[src/rtl/qdr_arb_pkg.sv]
// qdr_arb_pkg -- shared constants, types and arbitration helpers for the
// QDR II+ user-port arbiter (qdr_arb, qdr_arb_if, qdr_arb_tagfifo).
package qdr_arb_pkg;

  localparam int NUM_REQ    = 2;    // requesters sharing the user port
  localparam int ADDR_WIDTH = 18;   // burst address width
  localparam int DATA_WIDTH = 144;  // 36-bit bus x BL4
  localparam int BW_WIDTH   = 16;   // byte-write enables, active low
  localparam int TAG_DEPTH  = 32;   // max outstanding reads, power of two

  localparam int TAG_W = (NUM_REQ > 1) ? $clog2(NUM_REQ) : 1;
  localparam int PTR_W = $clog2(TAG_DEPTH);
  localparam int CNT_W = PTR_W + 1;

  typedef logic [TAG_W-1:0] tag_t;

  typedef struct packed {
    logic found;
    tag_t idx;
  } grant_t;

  // Round-robin pick: the pointer has top priority, then ascending index with wrap.
  // Scanning from the farthest offset down lets the nearest valid requester win last.
  function automatic grant_t rr_pick(input logic [NUM_REQ-1:0] valid, input tag_t ptr);
    grant_t g;
    int     i;
    g = '0;
    for (int k = NUM_REQ - 1; k >= 0; k--) begin
      i = (int'(ptr) + k) % NUM_REQ;
      if (valid[i]) begin
        g.found = 1'b1;
        g.idx   = tag_t'(i);
      end
    end
    return g;
  endfunction

  // Pointer value after granting idx.
  function automatic tag_t next_ptr(input tag_t idx);
    return tag_t'((int'(idx) + 1) % NUM_REQ);
  endfunction

  function automatic logic [NUM_REQ-1:0] onehot(input tag_t idx);
    return NUM_REQ'(1) << idx;
  endfunction

endpackage

[src/rtl/qdr_arb_if.sv]
// qdr_arb_if -- requester, controller and status signals of the QDR II+ arbiter.
// Modport slave is the arbiter's view; modport master is the environment's view.
interface qdr_arb_if;
  import qdr_arb_pkg::*;

  logic                            cal_done;
  logic [NUM_REQ-1:0]              req_wr_valid;
  logic [NUM_REQ-1:0]              req_wr_ready;
  logic [NUM_REQ*ADDR_WIDTH-1:0]   req_wr_addr;
  logic [NUM_REQ*DATA_WIDTH-1:0]   req_wr_data;
  logic [NUM_REQ*BW_WIDTH-1:0]     req_wr_bw_n;
  logic [NUM_REQ-1:0]              req_rd_valid;
  logic [NUM_REQ-1:0]              req_rd_ready;
  logic [NUM_REQ*ADDR_WIDTH-1:0]   req_rd_addr;
  logic [NUM_REQ-1:0]              rsp_rd_valid;
  logic [DATA_WIDTH-1:0]           rsp_rd_data;
  logic                            app_wr_cmd;
  logic [ADDR_WIDTH-1:0]           app_wr_addr;
  logic [DATA_WIDTH-1:0]           app_wr_data;
  logic [BW_WIDTH-1:0]             app_wr_bw_n;
  logic                            app_rd_cmd;
  logic [ADDR_WIDTH-1:0]           app_rd_addr;
  logic                            app_rd_valid;
  logic [DATA_WIDTH-1:0]           app_rd_data;
  logic                            tag_err;

  modport slave (
    input  cal_done, req_wr_valid, req_wr_addr, req_wr_data, req_wr_bw_n,
           req_rd_valid, req_rd_addr, app_rd_valid, app_rd_data,
    output req_wr_ready, req_rd_ready, rsp_rd_valid, rsp_rd_data,
           app_wr_cmd, app_wr_addr, app_wr_data, app_wr_bw_n,
           app_rd_cmd, app_rd_addr, tag_err
  );

  modport master (
    output cal_done, req_wr_valid, req_wr_addr, req_wr_data, req_wr_bw_n,
           req_rd_valid, req_rd_addr, app_rd_valid, app_rd_data,
    input  req_wr_ready, req_rd_ready, rsp_rd_valid, rsp_rd_data,
           app_wr_cmd, app_wr_addr, app_wr_data, app_wr_bw_n,
           app_rd_cmd, app_rd_addr, tag_err
  );

endinterface

[src/rtl/qdr_arb_tagfifo.sv]
// qdr_arb_tagfifo -- in-order FIFO of requester indices for outstanding reads.
// The controller returns reads in issue order, so the head names the owner.
module qdr_arb_tagfifo
  import qdr_arb_pkg::*;
(
  input  logic i_clk,
  input  logic i_rst,
  input  logic i_push,
  input  tag_t i_push_tag,
  input  logic i_pop,
  output tag_t o_head_tag,
  output logic o_full,
  output logic o_empty
);

  tag_t             r_mem [TAG_DEPTH];
  logic [PTR_W-1:0] r_wr_ptr;
  logic [PTR_W-1:0] r_rd_ptr;
  logic [CNT_W-1:0] r_count;
  logic             w_push;
  logic             w_pop;

  assign w_push = i_push & ~o_full;
  assign w_pop  = i_pop & ~o_empty;

  // Tag storage write
  // NOTE: the storage array is deliberately not reset; the pointers and count
  // alone say which entries are live, which keeps it mappable to plain RAM.
  always_ff @(posedge i_clk) begin
    if (w_push) r_mem[r_wr_ptr] <= i_push_tag;
  end

  // Pointer and occupancy tracking
  always_ff @(posedge i_clk or posedge i_rst) begin
    if (i_rst) begin
      r_wr_ptr <= '0;
      r_rd_ptr <= '0;
      r_count  <= '0;
    end else begin
      if (w_push) r_wr_ptr <= r_wr_ptr + 1'b1;
      if (w_pop)  r_rd_ptr <= r_rd_ptr + 1'b1;
      case ({w_push, w_pop})
        2'b10:   r_count <= r_count + 1'b1;
        2'b01:   r_count <= r_count - 1'b1;
        default: r_count <= r_count;
      endcase
    end
  end

  assign o_head_tag = r_mem[r_rd_ptr];
  assign o_full     = (r_count == CNT_W'(TAG_DEPTH));
  assign o_empty    = (r_count == '0);

endmodule

[src/rtl/qdr_arb.sv]
// qdr_arb -- round-robin arbiter sharing one QDR II+ user port between
// NUM_REQ requesters, with independent write and read arbitration and an
// in-order tag FIFO routing read returns back to their requester.
// Optional: define QDR_ARB_TAGCHK_EN to flag read returns that arrive with
// no outstanding read on the sticky tag_err output.
module qdr_arb
  import qdr_arb_pkg::*;
(
  input  logic          sys_clk,
  input  logic          sys_rst,
  qdr_arb_if.slave      bus
);

  tag_t                  r_wr_ptr;
  tag_t                  r_rd_ptr;
  logic                  r_wr_cmd;
  logic [ADDR_WIDTH-1:0] r_wr_addr;
  logic [DATA_WIDTH-1:0] r_wr_data;
  logic [BW_WIDTH-1:0]   r_wr_bw_n;
  logic                  r_rd_cmd;
  logic [ADDR_WIDTH-1:0] r_rd_addr;
  logic [NUM_REQ-1:0]    r_rsp_valid;
  logic [DATA_WIDTH-1:0] r_rsp_data;

  grant_t w_wr_gnt;
  grant_t w_rd_gnt;
  logic   w_wr_acc;
  logic   w_rd_acc;
  logic   w_pop;
  logic   w_full;
  logic   w_empty;
  tag_t   w_head_tag;

  // A grant is only possible with a valid request, so found alone means valid&ready.
  // Read grants see the FIFO's current fullness; a same-cycle pop does not help.
  assign w_wr_gnt = rr_pick(bus.req_wr_valid, r_wr_ptr);
  assign w_rd_gnt = rr_pick(bus.req_rd_valid, r_rd_ptr);
  assign w_wr_acc = bus.cal_done & w_wr_gnt.found;
  assign w_rd_acc = bus.cal_done & w_rd_gnt.found & ~w_full;
  assign w_pop    = bus.app_rd_valid & ~w_empty;

  assign bus.req_wr_ready = w_wr_acc ? onehot(w_wr_gnt.idx) : '0;
  assign bus.req_rd_ready = w_rd_acc ? onehot(w_rd_gnt.idx) : '0;

  // Write port: register the accepted request as next cycle's controller command
  // NOTE: sequential state uses non-blocking assignments so every register
  // samples pre-edge values regardless of block ordering.
  always_ff @(posedge sys_clk or posedge sys_rst) begin
    if (sys_rst) begin
      r_wr_ptr  <= '0;
      r_wr_cmd  <= 1'b0;
      r_wr_addr <= '0;
      r_wr_data <= '0;
      r_wr_bw_n <= '0;
    end else begin
      r_wr_cmd <= w_wr_acc;
      if (w_wr_acc) begin
        r_wr_ptr  <= next_ptr(w_wr_gnt.idx);
        r_wr_addr <= bus.req_wr_addr[w_wr_gnt.idx*ADDR_WIDTH +: ADDR_WIDTH];
        r_wr_data <= bus.req_wr_data[w_wr_gnt.idx*DATA_WIDTH +: DATA_WIDTH];
        r_wr_bw_n <= bus.req_wr_bw_n[w_wr_gnt.idx*BW_WIDTH +: BW_WIDTH];
      end
    end
  end

  // Read port: register the accepted request as next cycle's controller command
  always_ff @(posedge sys_clk or posedge sys_rst) begin
    if (sys_rst) begin
      r_rd_ptr  <= '0;
      r_rd_cmd  <= 1'b0;
      r_rd_addr <= '0;
    end else begin
      r_rd_cmd <= w_rd_acc;
      if (w_rd_acc) begin
        r_rd_ptr  <= next_ptr(w_rd_gnt.idx);
        r_rd_addr <= bus.req_rd_addr[w_rd_gnt.idx*ADDR_WIDTH +: ADDR_WIDTH];
      end
    end
  end

  qdr_arb_tagfifo u_tagfifo (
    .i_clk      (sys_clk),
    .i_rst      (sys_rst),
    .i_push     (w_rd_acc),
    .i_push_tag (w_rd_gnt.idx),
    .i_pop      (w_pop),
    .o_head_tag (w_head_tag),
    .o_full     (w_full),
    .o_empty    (w_empty)
  );

  // Read return: route controller data to the requester at the FIFO head
  always_ff @(posedge sys_clk or posedge sys_rst) begin
    if (sys_rst) begin
      r_rsp_valid <= '0;
      r_rsp_data  <= '0;
    end else begin
      r_rsp_valid <= w_pop ? onehot(w_head_tag) : '0;
      if (w_pop) r_rsp_data <= bus.app_rd_data;
    end
  end

`ifdef QDR_ARB_TAGCHK_EN
  logic r_tag_err;

  // Sticky flag for a read return with nothing outstanding
  always_ff @(posedge sys_clk or posedge sys_rst) begin
    if (sys_rst)                             r_tag_err <= 1'b0;
    else if (bus.app_rd_valid && w_empty)    r_tag_err <= 1'b1;
  end

  assign bus.tag_err = r_tag_err;
`else
  assign bus.tag_err = 1'b0;
`endif

  assign bus.app_wr_cmd   = r_wr_cmd;
  assign bus.app_wr_addr  = r_wr_addr;
  assign bus.app_wr_data  = r_wr_data;
  assign bus.app_wr_bw_n  = r_wr_bw_n;
  assign bus.app_rd_cmd   = r_rd_cmd;
  assign bus.app_rd_addr  = r_rd_addr;
  assign bus.rsp_rd_valid = r_rsp_valid;
  assign bus.rsp_rd_data  = r_rsp_data;

endmodule

[src/flat_wrapper.sv]
// flat-port wrapper written by rule: the top's interface ports become plain ports
module qdr_arb_flat import qdr_arb_pkg::*;
  (sys_clk, sys_rst, bus_cal_done, bus_req_wr_valid, bus_req_wr_addr, bus_req_wr_data, bus_req_wr_bw_n, bus_req_rd_valid, bus_req_rd_addr, bus_app_rd_valid, bus_app_rd_data, bus_req_wr_ready, bus_req_rd_ready, bus_rsp_rd_valid, bus_rsp_rd_data, bus_app_wr_cmd, bus_app_wr_addr, bus_app_wr_data, bus_app_wr_bw_n, bus_app_rd_cmd, bus_app_rd_addr, bus_tag_err);
  qdr_arb_if bus_i ();
  input  logic sys_clk;
  input  logic sys_rst;
  input wire logic [$bits(bus_i.cal_done)-1:0] bus_cal_done;
  input wire logic [$bits(bus_i.req_wr_valid)-1:0] bus_req_wr_valid;
  input wire logic [$bits(bus_i.req_wr_addr)-1:0] bus_req_wr_addr;
  input wire logic [$bits(bus_i.req_wr_data)-1:0] bus_req_wr_data;
  input wire logic [$bits(bus_i.req_wr_bw_n)-1:0] bus_req_wr_bw_n;
  input wire logic [$bits(bus_i.req_rd_valid)-1:0] bus_req_rd_valid;
  input wire logic [$bits(bus_i.req_rd_addr)-1:0] bus_req_rd_addr;
  input wire logic [$bits(bus_i.app_rd_valid)-1:0] bus_app_rd_valid;
  input wire logic [$bits(bus_i.app_rd_data)-1:0] bus_app_rd_data;
  output wire logic [$bits(bus_i.req_wr_ready)-1:0] bus_req_wr_ready;
  output wire logic [$bits(bus_i.req_rd_ready)-1:0] bus_req_rd_ready;
  output wire logic [$bits(bus_i.rsp_rd_valid)-1:0] bus_rsp_rd_valid;
  output wire logic [$bits(bus_i.rsp_rd_data)-1:0] bus_rsp_rd_data;
  output wire logic [$bits(bus_i.app_wr_cmd)-1:0] bus_app_wr_cmd;
  output wire logic [$bits(bus_i.app_wr_addr)-1:0] bus_app_wr_addr;
  output wire logic [$bits(bus_i.app_wr_data)-1:0] bus_app_wr_data;
  output wire logic [$bits(bus_i.app_wr_bw_n)-1:0] bus_app_wr_bw_n;
  output wire logic [$bits(bus_i.app_rd_cmd)-1:0] bus_app_rd_cmd;
  output wire logic [$bits(bus_i.app_rd_addr)-1:0] bus_app_rd_addr;
  output wire logic [$bits(bus_i.tag_err)-1:0] bus_tag_err;
  assign bus_i.cal_done = bus_cal_done;
  assign bus_i.req_wr_valid = bus_req_wr_valid;
  assign bus_i.req_wr_addr = bus_req_wr_addr;
  assign bus_i.req_wr_data = bus_req_wr_data;
  assign bus_i.req_wr_bw_n = bus_req_wr_bw_n;
  assign bus_i.req_rd_valid = bus_req_rd_valid;
  assign bus_i.req_rd_addr = bus_req_rd_addr;
  assign bus_i.app_rd_valid = bus_app_rd_valid;
  assign bus_i.app_rd_data = bus_app_rd_data;
  assign bus_req_wr_ready = bus_i.req_wr_ready;
  assign bus_req_rd_ready = bus_i.req_rd_ready;
  assign bus_rsp_rd_valid = bus_i.rsp_rd_valid;
  assign bus_rsp_rd_data = bus_i.rsp_rd_data;
  assign bus_app_wr_cmd = bus_i.app_wr_cmd;
  assign bus_app_wr_addr = bus_i.app_wr_addr;
  assign bus_app_wr_data = bus_i.app_wr_data;
  assign bus_app_wr_bw_n = bus_i.app_wr_bw_n;
  assign bus_app_rd_cmd = bus_i.app_rd_cmd;
  assign bus_app_rd_addr = bus_i.app_rd_addr;
  assign bus_tag_err = bus_i.tag_err;
  qdr_arb u_core (.sys_clk(sys_clk), .sys_rst(sys_rst), .bus(bus_i));
endmodule
[config.mk]
export PLATFORM = sky130hd
export DESIGN_NAME = qdr_arb_flat
export DESIGN_NICKNAME = d
export VERILOG_FILES = /design/src/rtl/qdr_arb_pkg.sv /design/src/rtl/qdr_arb_if.sv /design/src/rtl/qdr_arb_tagfifo.sv /design/src/rtl/qdr_arb.sv /design/src/flat_wrapper.sv
export SDC_FILE = /design/constraint.sdc
export NUM_CORES = 1
export LEC_CHECK = 0
export ABC_AREA = 1
export ABC_CLOCK_PERIOD_IN_PS = 21600
export BUFFER_PORTS_ARGS = -buffer_cell sky130_fd_sc_hd__buf_4
export CAP_MARGIN = 25
export CORE_AREA = 5 5 345 347
export CTS_CLUSTER_DIAMETER = 100
export DETAILED_ROUTE_END_ITERATION = 8
export DIE_AREA = 0 0 350 352
export SYNTH_ARGS = -nofsm -noshare
export SYNTH_HDL_FRONTEND = slang
export SYNTH_SLANG_ARGS = --single-unit
[constraint.sdc]
create_clock -name sys_clk -period 21.6 [get_ports sys_clk]
set_clock_uncertainty 0.1 [all_clocks]
set_input_delay 3.24 -clock sys_clk [delete_from_list [all_inputs] [get_ports sys_clk]]
set_output_delay 3.24 -clock sys_clk [all_outputs]
set_load 0.02 [all_outputs]
# --- Yosys cells after proc, flatten, opt, wreduce, memory -nomap -nowiden ---
# Memory sizes are Yosys's and may differ from the RTL's.
# Cells that the tools add are included.
op_classes:
  n_mux: 20
  div: 0
  eq_ne: 3
  add_sub_neg: 8
  mul: 3
  n_lt_le_gt_ge: 4
  reduce_logical: 2
  shift: 7
  bitwise_logic: 10
ops:
  columns: ["op", "count"]
  rows:
  - ["$shiftx A288 B10 Y144", 1]
  - ["$shiftx A36 B7 Y18", 2]
  - ["$shiftx A32 B6 Y16", 1]
  - ["$mul A1 B4 Y5 const B", 3]
  - ["$mux W2", 7]
  - ["$mux W1", 12]
  - ["$pmux W6 S2", 1]
  - ["$add A5 B1 Y5 const B", 2]
  - ["$add A6 B1 Y6 const B", 1]
  - ["$and A1 B1 Y1", 6]
  - ["$eq A6 B6 Y1 const B", 1]
  - ["$logic_not A6 Y1", 1]
  - ["$lt A2 B3 Y1 const B", 2]
  - ["$shl A1 B1 Y2 const A", 3]
  - ["$sub A6 B1 Y6 const B", 1]
  - ["$add A1 B1 Y1 const B", 4]
  - ["$lt A1 B2 Y1 const B", 2]
  - ["$and A1 B1 Y1 const A", 2]
  - ["$eq A2 B1 Y1 const B", 1]
  - ["$eq A2 B2 Y1 const B", 1]
  - ["$not A1 Y1", 2]
  - ["$reduce_bool A2 Y1", 1]
totals:
  output_inout_bits: 349
  mem_count: 1
  latch_bits: 0
  mem_bits_rw: 32
  rom_bits: 0
  regBits: 362
  wordCells: 71
mem_list:
  columns: ["name", "depth", "width", "rd", "rd_clocked_by_memory_dff", "write_ports", "line", "rtl"]
  rows:
  - ["u_core.u_tagfifo.r_mem", 32, 1, 1, 0, 1, "qdr_arb_tagfifo.sv:16", "tag_t r_mem [TAG_DEPTH];"]

# --- Longest topological paths before layout ---
# Gate-level depths: netlist of the first run.
depth:
  ltp_word: 12
  ltp_mapped: 16
  mapped_depth_nobuf: 15

# --- Modules after synthesis ---
# From an unflattened synthesis of the first run, not the netlist that was laid out.
unflattened:
  hier_cells: 2052
  area_unflattened_um2: 17757.0
modules_own_cells:
  columns: ["mod", "instances", "area_each_um2", "cells_per_inst"]
  rows:
  - ["qdr_arb", 1, 15153.3, 1755]
  - ["qdr_arb_tagfifo", 1, 2603.7, 297]

# --- Worst setup path before layout of the first run ---
# No wires, ideal clock.
synth_path:
  path_kind: "input -> output"
  startpoint: "in bus_req_rd_valid[0]"
  endpoint: "out bus_req_rd_ready[0]"
  n_path_buf: 1
  t_required_ps: 18260
  path_slack_ps: 13865
  arrival_time_ps: 4395
  stages: 5
  path_cell_list: "nand2_1 -> nand2_1 -> inv_1 -> clkbuf_1 -> nor2_1"
synth_via:
  elab_cells_between_ends: 11
  classes_between: "shift: 1; mux: 8; bitwise: 2"
synth_lines:
  columns: ["element", "line", "rtl"]
  rows:
  - ["from (decl)", "flat_wrapper.sv:12", "input wire logic [$bits(bus_i.req_rd_valid)-1:0] bus_req_rd_valid;"]
  - ["$mux W1 (implied by the code) (3 in series)", "qdr_arb_pkg.sv:30", "if (valid[i]) begin"]
  - ["$mux W2", "qdr_arb_pkg.sv:30", null]
  - ["$mux W2 *", "qdr_arb_pkg.sv:30", null]
  - ["via u_core.u_tagfifo.i_push_tag", "qdr_arb_tagfifo.sv:9", "input tag_t i_push_tag,"]
  - ["$shl A1 B1 Y2 *", "qdr_arb_pkg.sv:44", "return NUM_REQ'(1) << idx;"]
  - ["$mux W2 *", "qdr_arb.sv:43", "assign bus.req_rd_ready = w_rd_acc ? onehot(w_rd_gnt.idx) : '0;"]
  - ["to (decl)", "flat_wrapper.sv:17", "output wire logic [$bits(bus_i.req_rd_ready)-1:0] bus_req_rd_ready;"]
# The timed path passes the listed nets; every way through them passes the cells marked *. The select of a mux whose other input is x is not followed.

# --- Worst setup path after layout of the first run ---
layout_path:
  startpoint: "in bus_req_wr_valid[1]"
  endpoint: "out bus_req_wr_ready[0]"
layout_via:
  elab_chain_cells: 7
  elab_cells_between_ends: 10
  classes_between: "shift: 1; mux: 8; bitwise: 1"
layout_lines:
  columns: ["element", "line", "rtl"]
  rows:
  - ["from (decl)", "flat_wrapper.sv:8", "input wire logic [$bits(bus_i.req_wr_valid)-1:0] bus_req_wr_valid;"]
  - ["$mux W1 (implied by the code) (3 in series)", "qdr_arb_pkg.sv:30", null]
  - ["$mux W2", "qdr_arb_pkg.sv:30", null]
  - ["$mux W2 *", "qdr_arb_pkg.sv:30", null]
  - ["$shl A1 B1 Y2 / $and A1 B1 Y1 (equally long branches)", "qdr_arb_pkg.sv:44, qdr_arb.sv:38", null]
  - ["$mux W2 *", "qdr_arb.sv:42", "assign bus.req_wr_ready = w_wr_acc ? onehot(w_wr_gnt.idx) : '0;"]
  - ["to (decl)", "flat_wrapper.sv:16", "output wire logic [$bits(bus_i.req_wr_ready)-1:0] bus_req_wr_ready;"]
# Every way passes the cells marked *; elsewhere a longest branch is shown, timed or not. The select of a mux whose other input is x is not followed.

==> results of run 1 <==
## power groups by stage
stage	Combinational, uW	Sequential [uW]	Clock, uW
after global routing	807	981	889
after global placement	740	973	0
final	735	965	834
after detailed placement	747	973	0
after floorplan	260	1080	0
after CTS	748	964	864
## cell families after synthesis
kind of cell | after synthesis
other | 1
flip-flops | 394
adder cells (fa/ha/maj) | 11
buffers and inverters | 149
XOR/XNOR | 9
AND/OR/NAND/NOR | 1417
AO/OA/AOI/OAI | 23
## registers in the layout, indices dropped and copies added (netlist names)
name                       cells
u_core.bus.rsp_rd_data       144
u_core.u_tagfifo.r_count       6
u_core.bus.app_wr_bw_n        16
u_core.bus.app_rd_addr        18
u_core.u_tagfifo.r_rd_ptr      5
u_core.r_rd_ptr                1
u_core.bus.app_rd_cmd          1
u_core.bus.app_wr_addr        18
u_core.r_wr_ptr                1
u_core.u_tagfifo.r_wr_ptr      5
u_core.bus.app_wr_cmd          1
u_core.bus.rsp_rd_valid        2
u_core.u_tagfifo.r_mem        32
u_core.bus.app_wr_data       144
## worst max path at each step
stage                                   start                         to  slack (ns)  depth (start not counted)
after floorplan                       sys_rst  u_core.bus.app_rd_addr[0]        8.21                          1
after detailed placement  bus_req_wr_valid[1]        bus_req_wr_ready[0]       13.26                          5
after global routing      bus_req_rd_valid[0]        bus_req_rd_ready[0]       13.24                          7
after global placement    bus_req_wr_valid[1]        bus_req_wr_ready[0]       13.26                          5
final                     bus_req_wr_valid[1]        bus_req_wr_ready[0]       13.36                          5
after CTS                 bus_req_wr_valid[1]        bus_req_wr_ready[0]       13.26                          5
## placed cells by master, fill, tap and decap left out, types with 2 or more instances in the layout
cell	n
clkinv_4	2
clkbuf_16	49
buf_4	900
nor2_1	43
inv_2	2
o21ai_0	13
xnor2_1	2
clkbuf_8	9
nor3_1	3
clkinv_2	7
a21oi_1	5
dfrtp_1	362
xor2_1	7
clkinvlp_4	2
inv_6	2
diode_2	14
nand2_1	1157
ha_1	10
inv_8	2
nand3_1	210
inv_1	37
edfxtp_1	32
clkbuf_1	13
buf_12	3
bufinv_16	4
## stage by stage
stage               instance area, sq um  std cells    util  total power [uW]  hold WS (ns)
finish                             26530       4426  0.2295              2534        0.3764
global route                       26520       4423  0.2295              2677        0.3932
CTS                                26490       4412  0.2292              2577        0.3819
detailed placement                 24900       4325  0.2154              1720        0.3660
global placement                   24900       4325  0.2154              1713        0.3623
floorplan                          16730       2004       -              1339        0.3530
## layer usage
| metal | part of all wire | track usage | up-vias |
|---|---|---|---|
| met3 | 0.11 | 0.05559 | 124 |
| li1 | - | - | 7921 |
| met4 | 0.027 | 0.04631 | 10 |
| met1 | 0.38 | 0.1507 | 7979 |
| met5 | 0.0042 | 0.01688 | - |
| met2 | 0.48 | 0.2156 | 731 |
## critical path: cells and delay by family
kind / cells / cell delay [ns]
compound gates: 1 / 0.76
buf+inv: 3 / 0.59
simple gates: 1 / 0.29
## area by class of cell
| cell class | count | area, sq um |
|---|---|---|
| repair buffers | 903 | 6817 |
| multi-input cells | 1461 | 5971 |
| clock buffers | 71 | 1399 |
| fillers | 12660 | 89050 |
| inverters | 43 | 181.4 |
| clock inverters | 16 | 198.9 |
| flip-flops and latches | 394 | 10020 |
| well taps | 1524 | 1907 |
| diodes | 14 | 35.03 |
==> out/qor.yml, run 1 <==
outcome: "finished, final reports clean"
timing.fmax_mhz: 121.4
yosysTopAreaCell: "dfrtp_1"
post_cts_resize_count: 0
crit_path_frequent_cell: "buf_4"
p_switching_uw: 874.1
antenna_found_initial: 24
synth_xor_xnor_area_share: 0.004711
setup_tns_ns: 0
grt_overflow: 0
clk_pin_slew_ns: 0.05
leakage_uw: 0.01362
first_iter_violations: 1339
drc: 0
r2r_start: "u_core.u_tagfifo.r_count[1]"
max-slew-margin-rel: 0.2515
endpoint_kind: "primary output"
crit_type: "in -> out"
async_reset_ff_frac: 0.9188
pin_count: 893
initial_core_util: 0.1448
grt_max_degree: 161
drv_cap: 0
yosys-top-cells-area: "dfrtp_1 (54%), nand2_1 (26%), nand3_1 (6.3%)"
switching_share: 0.3450
whs_endpoint: "u_core.bus.app_rd_addr[7]"
grt_pass1_wl_mm: 118.9
numCtsBuffers: 48
wl_per_cell_microns: 19.11
syn_area_sq_um: 16730
clkPwrFrac: 0.329
hpwlAfterDp_mm: 65.75
synth_nets: 2559
post_cts_buffers: 0
nets: 3406
crit_required_ns: 18.26
max_stage_delay_ns: 0.76
ctsRootBufferMaster: "clkbuf_16"
rsz0062_at_grt: "no"
reg2reg_to: "u_core.bus.rsp_rd_data[56]"
crit_arrival_ns: 4.90
drive_gt1_frac: 0.3418
ys_seq_area_frac: 0.5988
synth_cells: 2004
synth-compound-area-share: 0.007702
finalHoldViolCount: 0
wl_mm: 84.58
cts_hold_buf: 0
synth_mux_area_frac: 0
grt_pass1_vias: 16920
power_density_nw_per_um2: 95.51
r2r_setup_slack_ns: 18.17
layout_min_cycle_time_ns: 8.240
clk_path_buf_depth: 3
min_path_cells: 2
synth_top_family_by_area: "simple AND/OR/NAND/NOR gates"
synth_edf_count: 32
yosysTopAreaCellShare: 0.5413
worst_slew_pin_slew_ns: 1.123
period_share: 0.3815
firstDrtPassIters: 5
drt.antenna.violating_nets: 0
coreArea_sq_um: 115600
ys_ff_latch: 394
pwr-share-comb: 0.290
synthSimpleGateAreaFrac: 0.3348
synth_common_cells: "nand2_1 (1157), dfrtp_1 (362), nand3_1 (210), nor2_1 (43), inv_1 (38)"
crit_path_cell_trace: "buf_4, o21ai_4, or2_1, inv_6, buf_4"
grt_use_total: 0.1308
htree_num_levels: 2
synth_top_flop_cell: "dfrtp_1"
crit_slowest_cell: "o21ai_4"
ir_drop_mv: 0.04294
portBuffers: 891
worstPathMaxFanout: 56
cts.sinks: 394
dp_slack_ns: 13.26
place_congestion: 0.8598
ys_warn_count: 0
seq_power_share: 0.381
die-area_sq_um: 123200
fin_ws_ns: 13.36
syn_avg_cell_area_sq_um: 8.350
rows: 125
synth_fa_ha_area_frac: 0.008674
insertion_delay_ns: 0.59
setup_violations: 0
startpoint_type: "primary input"
die-height_microns: 352
ys_types: 29
cts_tree: "done"
holdCritPathClass: "reg -> reg"
die_w_microns: 350
hold_start: "u_core.bus.app_rd_addr[7]"
synthMostInstantiatedCell: "nand2_1"
drv_slew: 0
vias_per_cell: 3.788
p_int_uw: 1660
synthToLayoutAreaGrowth_pct: 58.53
vias: 16770
reg2regPathDepth: 8
(Power assumes the default switching activity.)
==> run 2, diff against run 1 <==
--- a/config.mk
+++ b/config.mk
@@ -5,14 +5,14 @@
 export SDC_FILE = /design/constraint.sdc
 export NUM_CORES = 1
 export LEC_CHECK = 0
-export ABC_AREA = 1
-export ABC_CLOCK_PERIOD_IN_PS = 21600
+export ABC_AREA = 0
+export ABC_CLOCK_PERIOD_IN_PS = 7930
 export BUFFER_PORTS_ARGS = -buffer_cell sky130_fd_sc_hd__buf_4
 export CAP_MARGIN = 25
-export CORE_AREA = 5 5 345 347
+export CORE_AREA = 5 5 346 348
 export CTS_CLUSTER_DIAMETER = 100
 export DETAILED_ROUTE_END_ITERATION = 8
-export DIE_AREA = 0 0 350 352
+export DIE_AREA = 0 0 351 353
 export SYNTH_ARGS = -nofsm -noshare
 export SYNTH_HDL_FRONTEND = slang
 export SYNTH_SLANG_ARGS = --single-unit
==> constraint.sdc (replaced) <==
create_clock -name sys_clk -period 7.93 [get_ports sys_clk]
set_clock_uncertainty 0.1 [all_clocks]
set_input_delay 1.1895 -clock sys_clk [delete_from_list [all_inputs] [get_ports sys_clk]]
set_output_delay 1.1895 -clock sys_clk [all_outputs]
set_load 0.02 [all_outputs]
==> run 2 against run 1 <==
Net effect: the flow now finishes with violations (design-rule violations); final area shrank 1.3%; routed wire length increased by 5.2%; total power increased to 2.9 times the previous value.
==> out/qor.yml, run 2 <==
ir_drop_mv: 0.1641  # was 0.04294 mV
n_fill_cell: 12480  # was 12660
drive_gt1_frac: 0.5468  # was 0.3418
syn_area_sq_um: 15870  # was 16730 sq um
ys_warn_count: 0  # unchanged
finalHoldViolCount: 0  # unchanged
p_switching_uw: 2397  # was 874.1 uW
crit_arrival_ns: 4.42  # was 4.90 ns
yosysTopAreaCellShare: 0.5708  # was 0.5413
setup_tns_ns: 0  # unchanged
portBuffers: 891  # unchanged
power_density_nw_per_um2: 277.9  # was 95.51 nW/um^2
vias: 13870  # was 16770
wl_mm: 88.94  # was 84.58 mm
hpwlAfterDp_mm: 71.97  # was 65.75 mm
initial_core_util: 0.1369  # was 0.1448
grt_use_total: 0.1358  # was 0.1308
fin_ws_ns: 3.958  # was 13.36 ns
async_reset_ff_frac: 0.9188  # unchanged
multi_input_area_sq_um: 4826  # was 5971 sq um
worstPathMaxFanout: 92  # was 56
synth_nets: 1745  # was 2559
cts_hold_buf: 0  # unchanged
crit_type: "reg -> reg"  # was in -> out
firstDrtPassIters: 9  # was 5
holdCritPathClass: "reg -> reg"  # unchanged
leakage_uw: 0.01269  # was 0.01362 uW
drv_slew: 0  # unchanged
layout_min_cycle_time_ns: 3.972
die-height_microns: 353  # was 352 microns
first_iter_violations: 1668  # was 1339
drt.antenna.violating_nets: 0  # unchanged
ys_types: 46  # was 29
pwr-share-comb: 0.284  # was 0.290
synth_top_flop_cell: "dfrtp_1"  # unchanged
dp_slack_ns: 3.581  # was 13.26 ns
synthMostInstantiatedCell: "dfrtp_1"  # was nand2_1
startpoint_type: "flip-flop"  # was primary input
antenna_found_initial: 19  # was 24
insertion_delay_ns: 0.63  # was 0.59 ns
rows: 125  # unchanged
die_w_microns: 351  # was 350 microns
htree_num_levels: 2  # unchanged
post_cts_buffers: 0  # unchanged
ctsRootBufferMaster: "clkbuf_16"  # unchanged
vias_per_cell: 3.818  # was 3.788
period_share: 0.5009
synthToLayoutAreaGrowth_pct: 65.06  # was 58.53%
cts_tree: "done"  # unchanged
wl_per_cell_microns: 24.48  # was 19.11 microns
p_int_uw: 4881  # was 1660 uW
outcome: "finished with violations"  # was finished, final reports clean
pin_count: 893  # unchanged
syn_avg_cell_area_sq_um: 13.34  # was 8.350 sq um
synth_cells: 1190  # was 2004
layout_common_cells: "buf_4 (904), dfrtp_1 (362), inv_1 (190), a222oi_1 (178), mux2_2 (145)"  # was nand2_1 (1157), buf_4 (900), dfrtp_1 (362), nand3_1 (210), clkbuf_16 (49)
coreArea_sq_um: 115900  # was 115600 sq um
setup_violations: 0  # unchanged
endpoint_kind: "flip-flop"  # was primary output
synth_common_cells: "dfrtp_1 (362), inv_1 (191), a222oi_1 (178), mux2_2 (145), clkbuf_1 (70)"  # was nand2_1 (1157), dfrtp_1 (362), nand3_1 (210), nor2_1 (43), inv_1 (38)
place_congestion: 0.9034  # was 0.8598
post_cts_resize_count: 0  # unchanged
ys_ff_latch: 394  # unchanged
clk_path_buf_depth: 3  # unchanged
yosysTopAreaCell: "dfrtp_1"  # unchanged
seq_power_share: 0.364  # was 0.381
drc: 5  # was 0
ys_seq_area_frac: 0.6314  # was 0.5988
grt_pass1_wl_mm: 117.7  # was 118.9 mm
switching_share: 0.3293  # was 0.3450
worst_slew_pin_slew_ns: 1.013  # was 1.123 ns
yosys-top-cells-area: "dfrtp_1 (57%), a222oi_1 (11%), mux2_2 (10%)"  # was dfrtp_1 (54%), nand2_1 (26%), nand3_1 (6.3%)
cts.sinks: 394  # unchanged
regArea_sq_um: 10020  # unchanged
nets: 2616  # was 3406
grt_overflow: 0  # unchanged
violations: "design-rule violations"
grt_pass1_vias: 14370  # was 16920
clkPwrFrac: 0.352  # was 0.329
clk_pin_slew_ns: 0.06  # was 0.05 ns
die-area_sq_um: 123900  # was 123200 sq um
rsz0062_at_grt: "no"  # unchanged
timing.fmax_mhz: 251.7
synth_edf_count: 32  # unchanged
crit_required_ns: 8.38  # was 18.26 ns
drv_cap: 0  # unchanged
final_common_cell: "buf_4"  # was nand2_1
grt_max_degree: 139  # was 161
max-slew-margin-rel: 0.3248  # was 0.2515
numCtsBuffers: 50  # was 48
==> run 2: changes by cell type in the layout (fill, tap and decap cells not counted), sizes merged, moves of 17 or more <==
cell    before  now
a21oi        5   22
mux2i        0   27
nand2     1158   19
a222oi       0  178
mux2         0  145
inv         44  196
nand3      210    1
==> run 2: logic make-up (layout without fill, tap and decap cells) <==
logic type / after synthesis / after routing / synth area share
simple gates: 95 / 95 / 0.02720
fa+ha+maj: 11 / 11 / 0.009146
other cells: 1 / 7 / 0.0002363
mux: 179 / 179 / 0.1310
buf+inv: 280 / 1193 / 0.06781
flops: 394 / 394 / 0.6314
xor+xnor: 11 / 11 / 0.006072
compound gates: 219 / 219 / 0.1271
==> run 2: critical path: stages, from the launching register on <==
cell and delay [ns]:
dfrtp_1 0.43, nor3_1 0.43, nand2_1 0.11, o21ai_0 0.46, inv_6 0.40, ha_1 0.47
ha_1 0.36, or4b_2 0.65, o311a_1 0.16, o311ai_0 0.14, xnor2_1 0.17
==> run 2: layout make-up <==
cell class	instances	share of cell area
multi-input combinational	516	0.1842
clock inverter	25	0.01591
sequential	394	0.3825
tap	1524	0.07280
antenna	6	0.0005732
clock buffer	69	0.05474
timing repair buffer	907	0.2614
inverter	192	0.02785
==> run 2: power by group through the flow <==
stage | Combinational [uW] | Clock [uW] | Sequential [uW]
4_1_cts | 2120 | 2650 | 2650
3_5_place_dp | 2120 | 0 | 2680
5_1_grt | 2230 | 2720 | 2700
3_3_place_gp | 2110 | 0 | 2670
2_1_floorplan | 718 | 0 | 2950
6_report | 2070 | 2560 | 2650
==> run 2: worst paths after layout <==
check / startpoint / endpoint / slack, ns / cells past startpoint
worst max-delay path: u_core.u_tagfifo.r_count[0] / u_core.u_tagfifo.r_count[5] / 3.96 / 10
worst min register to register: u_core.bus.app_wr_data[91] / u_core.bus.app_wr_data[91] / 0.41 / 2
min in group asynchronous: sys_rst / u_core.bus.app_wr_data[38] / 0.59 / 2
max in group asynchronous: sys_rst / u_core.bus.app_rd_addr[8] / 5.43 / 4
worst max register to register: u_core.u_tagfifo.r_count[0] / u_core.u_tagfifo.r_count[5] / 3.96 / 10
worst min-delay path: u_core.bus.app_wr_data[91] / u_core.bus.app_wr_data[91] / 0.41 / 2
==> run 2: routing by layer <==
metal,share of wire,vias up,GRT usage
li1,-,6158,-
met1,0.39,6819,0.1596
met2,0.46,759,0.2163
met3,0.12,121,0.06481
met4,0.032,12,0.04791
met5,0.00092,-,0
==> run 2: through the flow <==
| step | instances | instance area (sq um) | total power, uW | hold slack [ns] | utilization |
|---|---|---|---|---|---|
| 6_report | 3633 | 26190 | 7279 | 0.4050 | 0.2260 |
| 5_1_grt | 3629 | 26180 | 7649 | 0.4156 | 0.2259 |
| 4_1_cts | 3627 | 26180 | 7427 | 0.4093 | 0.2259 |
| 3_5_place_dp | 3533 | 24330 | 4797 | 0.3957 | 0.2099 |
| 3_3_place_gp | 3533 | 24330 | 4778 | 0.3898 | 0.2099 |
| 2_1_floorplan | 1190 | 15870 | 3664 | 0.3723 | - |
